File: config.mk
export PLATFORM = sky130hd
export DESIGN_NAME = int_ctrl
export DESIGN_NICKNAME = d
export VERILOG_FILES = /design/src/rtl/int_ctrl.sv
export SDC_FILE = /design/constraint.sdc
export NUM_CORES = 1
export LEC_CHECK = 0
export ABC_CLOCK_PERIOD_IN_PS = 1900
export CORE_ASPECT_RATIO = 0.75
export CORE_MARGIN = 1.5
export CORE_UTILIZATION = 35
export DETAILED_ROUTE_END_ITERATION = 16
export GPL_TIMING_DRIVEN = 1
export PLACE_DENSITY = 0.79
export SETUP_SLACK_MARGIN = 0.1
export SKIP_LAST_GASP = 1
export SYNTH_ARGS = -nofsm -noshare
export SYNTH_HDL_FRONTEND = slang
export SYNTH_SLANG_ARGS = --single-unit
File: constraint.sdc
create_clock -name clk -period 1.9 [get_ports clk]
set_input_delay 0.38 -clock clk [delete_from_list [all_inputs] [get_ports clk]]
set_output_delay 0.38 -clock clk [all_outputs]
set_load 0.005 [all_outputs]
File: src/rtl/int_ctrl.sv
// rtl/int_ctrl.sv - interrupt controller: rising-edge capture, enable mask, fixed priority, claim/complete
module int_ctrl #(
    parameter int NUM_SRC = 8
) (
    input  logic               clk,
    input  logic               rst,
    input  logic [NUM_SRC-1:0] src_i,
    input  logic [31:0]        data_i,
    input  logic [31:0]        addr_i,
    input  logic               we_i,
    input  logic               req_i,
    output logic [31:0]        data_o,
    output logic               ack_o,
    output logic               int_o,
    output logic [4:0]         int_id_o
);

    localparam logic [3:0] ADDR_ENABLE   = 4'h0;
    localparam logic [3:0] ADDR_PENDING  = 4'h4;
    localparam logic [3:0] ADDR_CLAIM    = 4'h8;
    localparam logic [3:0] ADDR_COMPLETE = 4'hC;

    logic [NUM_SRC-1:0] enable;
    logic [NUM_SRC-1:0] pending;
    logic [NUM_SRC-1:0] src_q;
    logic [NUM_SRC-1:0] active;
    logic [NUM_SRC-1:0] win_oh;
    logic [NUM_SRC-1:0] clr_mask;
    logic [NUM_SRC-1:0] rise;
    logic [4:0]         is_id;
    logic [4:0]         win_id;
    logic [31:0]        rd_data;
    logic               claim;
    logic               complete;
    logic               unused_bits;

    assign unused_bits = ^{addr_i[31:4], data_i[31:NUM_SRC]};

    // Scan from the top down so the lowest active index is the last to assign.
    always_comb begin
        active = pending & enable;
        win_id = 5'd0;
        win_oh = '0;
        for (int i = NUM_SRC - 1; i >= 0; i--) begin
            if (active[i]) begin
                win_id    = 5'(i + 1);
                win_oh    = '0;
                win_oh[i] = 1'b1;
            end
        end
    end

    assign claim    = req_i && !we_i && (addr_i[3:0] == ADDR_CLAIM)
                      && (is_id == 5'd0) && (win_id != 5'd0);
    assign complete = req_i && we_i && (addr_i[3:0] == ADDR_COMPLETE)
                      && (data_i[4:0] == is_id);
    assign clr_mask = claim ? win_oh : '0;
    assign rise     = src_i & ~src_q;

    always_comb begin
        rd_data = 32'd0;
        case (addr_i[3:0])
            ADDR_ENABLE:   rd_data = 32'(enable);
            ADDR_PENDING:  rd_data = 32'(pending);
            ADDR_CLAIM:    rd_data = (is_id == 5'd0) ? 32'(win_id) : 32'd0;
            ADDR_COMPLETE: rd_data = 32'(is_id);
            default:       rd_data = 32'd0;
        endcase
    end

    always_ff @(posedge clk or posedge rst) begin
        if (rst) begin
            enable   <= '0;
            pending  <= '0;
            src_q    <= '0;
            is_id    <= 5'd0;
            data_o   <= 32'd0;
            ack_o    <= 1'b0;
            int_o    <= 1'b0;
            int_id_o <= 5'd0;
        end else begin
            src_q    <= src_i;
            // A fresh edge on the bit being claimed keeps it pending.
            pending  <= (pending & ~clr_mask) | rise;
            int_o    <= (is_id == 5'd0) && (|active);
            int_id_o <= (is_id == 5'd0) ? win_id : 5'd0;
            ack_o    <= req_i;
            data_o   <= (req_i && !we_i) ? rd_data : 32'd0;
            if (req_i && we_i && (addr_i[3:0] == ADDR_ENABLE)) begin
                enable <= data_i[NUM_SRC-1:0];
            end
            if (claim) begin
                is_id <= win_id;
            end else if (complete) begin
                is_id <= 5'd0;
            end
        end
    end

endmodule

==> reports/qor.yml <==
antenna_found_initial: 0
path_clk_slew_ps: 80
area_growth_pct: 34.7
post-route-min-period_ps: 1890
via_per_inst: 4.66
layout_common_cells: "42 x dfrtp_1, 33 x clkdlybuf4s50_1, 29 x buf_4, 25 x conb_1"
port_buffers: 37
ant_nets: 0
ys_warn_count: 0
hold_buffers: 0
cts_tree: "built"
ir_worst_vdd_v: 0.000339
initial_core_util_pct: 37.3
instances_no_fill: 328
pre_cts_slack_ps: -479
dpl.hpwl_um: 3370
via_count: 1528
cts_buffers: 5
setup_viol: 0
ys_seq_area_share_pct: 51.6
arrival_ps: 2070
maxCapViolCount: 0
fmax_ghz: 0.528
layout_setup_ws_ps: 5.97
grt_pass1_vias: 1492
grt_max_degree: 43
core_mm2: 0.00547
cts_root_buffer: "clkbuf_8"
drt_iter0_drc: 106
cp_max_fo: 5
drt_wl_total_um: 4510
syn_area_mm2: 0.00204
dieArea_mm2: 0.00629
worst_pin_slew_ps: 507
layout-drive-gt1-share_pct: 24.5
first_pass_iters: 4
post-place-cells: 318
crit_type: "flip-flop to flip-flop"
ys_types: 39
groute.usage.overall_pct: 15.0
mostFrequentLayoutCell: "dfrtp_1"
grt-ovfl-total: 0
wl_per_cell_um: 13.8
ios: 115
ys.flop_type: "dfrtp_1"
status: "completed"
drc: 0
ys_async_sr_fraction_pct: 100
rsz0062_at_grt: "true"
p_per_area_mw_per_mm2: 845
grt_pass1_wl_um: 7290
place.gp.congestion: 0.864
antenna_cells: 0
cts_buffer_depth: 2
whs_ps: 404
cts.sinks: 42
cp-start-kind: "flip-flop"
syn_inst: 185
final-hold-violation-count: 0
ys_ff_latch: 42
power_uw: 2320
relSlewSlack_pct: 66.2
die_w_um: 91.1
avgSynthCellArea_um2: 11.0
cp-end-kind: "flip-flop"
nets: 329
clock_latency_ps: 300
rows: 23
cp_data_required_time_ps: 2070
fillers: 502
fin_util_pct: 50.2
dieHeight_um: 69.1
hold_class: "flip-flop to flip-flop"
clock_skew_ps: 7.54
synth_edf_count: 0
p_leak_uw: 0.00127
cts_htree_levels: 2
slew_violations: 0
post-route-period-util_pct: 99.7
[flip-flops by register name, summed over array words and instances, names as in the netlist]
name,flops
ack_o,1
data_o,8
enable,8
int_id_o,4
int_o,1
is_id,4
pending,8
src_q,8
[final cells by class]
cell class | instances | area, µm² | area share (%)
clock buffer | 5 | 68.8 | 2.51
sequential | 42 | 1050 | 38.3
tap | 75 | 93.8 | 3.42
multi-input combinational | 127 | 887 | 32.3
timing repair buffer | 67 | 597 | 21.7
inverter | 10 | 37.5 | 1.37
clock inverter | 2 | 10.0 | 0.365
[worst max-delay path, stage by stage (launching register included)]
cell and delay [ps]:
dfrtp_1 380, or4_4 580, or3_4 430, o41ai_4 260, o21ai_1 110
[where the power goes]
part	internal, µW	switching, µW
logic	390	331
clock network	246	291
registers	998	63.6
[per-stage QoR]
| stage | TNS, ps | area (µm²) |
|---|---|---|
| floorplan | -211 | 2130 |
| global placement | -3640 | 2570 |
| detailed placement | -4590 | 2570 |
| CTS | 0 | 2690 |
| global route | -4.56 | 2750 |
| finish | 0 | 2750 |
[cell usage after synthesis, drive strengths merged, types with 2 or more instances]
| cell type | n | area share (%) |
|---|---|---|
| dfrtp | 42 | 52 |
| buf | 27 | 10 |
| mux2 | 11 | 6.1 |
| nand2 | 11 | 2.0 |
| inv | 10 | 1.8 |
| nor2 | 10 | 1.8 |
| nand2b | 7 | 2.1 |
| a22oi | 6 | 2.2 |
| nand3 | 6 | 1.5 |
| a22o | 4 | 1.7 |
| mux2i | 4 | 2.0 |
| nand4 | 4 | 1.2 |
| nor3 | 4 | 0.98 |
| o2bb2ai | 4 | 1.7 |
| and2 | 3 | 0.92 |
| clkbuf | 3 | 0.55 |
| o21ai | 3 | 0.74 |
| xor2 | 3 | 1.3 |
| a21oi | 2 | 0.49 |
| a2bb2oi | 2 | 0.86 |
| nor4 | 2 | 0.61 |
| o22ai | 2 | 0.61 |
[per-layer routing]
metal	global-route usage [%]	vias to the layer above	wire length, µm
li1	-	733	-
met4	5.73	0	66
met5	0	-	0
met3	4.30	7	232
met1	19.3	742	2070
met2	23.7	46	2140
[worst paths after layout]
kind	slack, ps	to	cells past startpoint	from
min in group asynchronous	510	data_o[4]$_DFF_PP0_	3	rst
hold / removal	400	pending[1]$_DFF_PP0_	1	src_q[1]$_DFF_PP0_
setup / recovery	6	pending[1]$_DFF_PP0_	4	is_id[2]$_DFFE_PP0P_
setup reg to reg	6	pending[1]$_DFF_PP0_	4	is_id[2]$_DFFE_PP0P_
max in group asynchronous	1030	src_q[2]$_DFF_PP0_	3	rst
hold reg to reg	400	pending[1]$_DFF_PP0_	1	src_q[1]$_DFF_PP0_
[logic make-up (layout without fill, tap and decap cells)]
family | count (synthesis) | count (layout) | share of synthesized area, %
compound gates | 30 | 30 | 11.6
simple gates | 53 | 53 | 14.2
xor+xnor | 4 | 4 | 1.72
buf+inv | 40 | 84 | 12.7
other cells | 1 | 25 | 0.184
mux | 15 | 15 | 8.04
flops | 42 | 42 | 51.6
[timing repair]
action,CTS,global route
resized for setup,8,10
setup endpoints to repair,14,13
pin swaps,6,6
buffers inserted,2,1
Note: power is estimated with default switching activity, not from simulation.
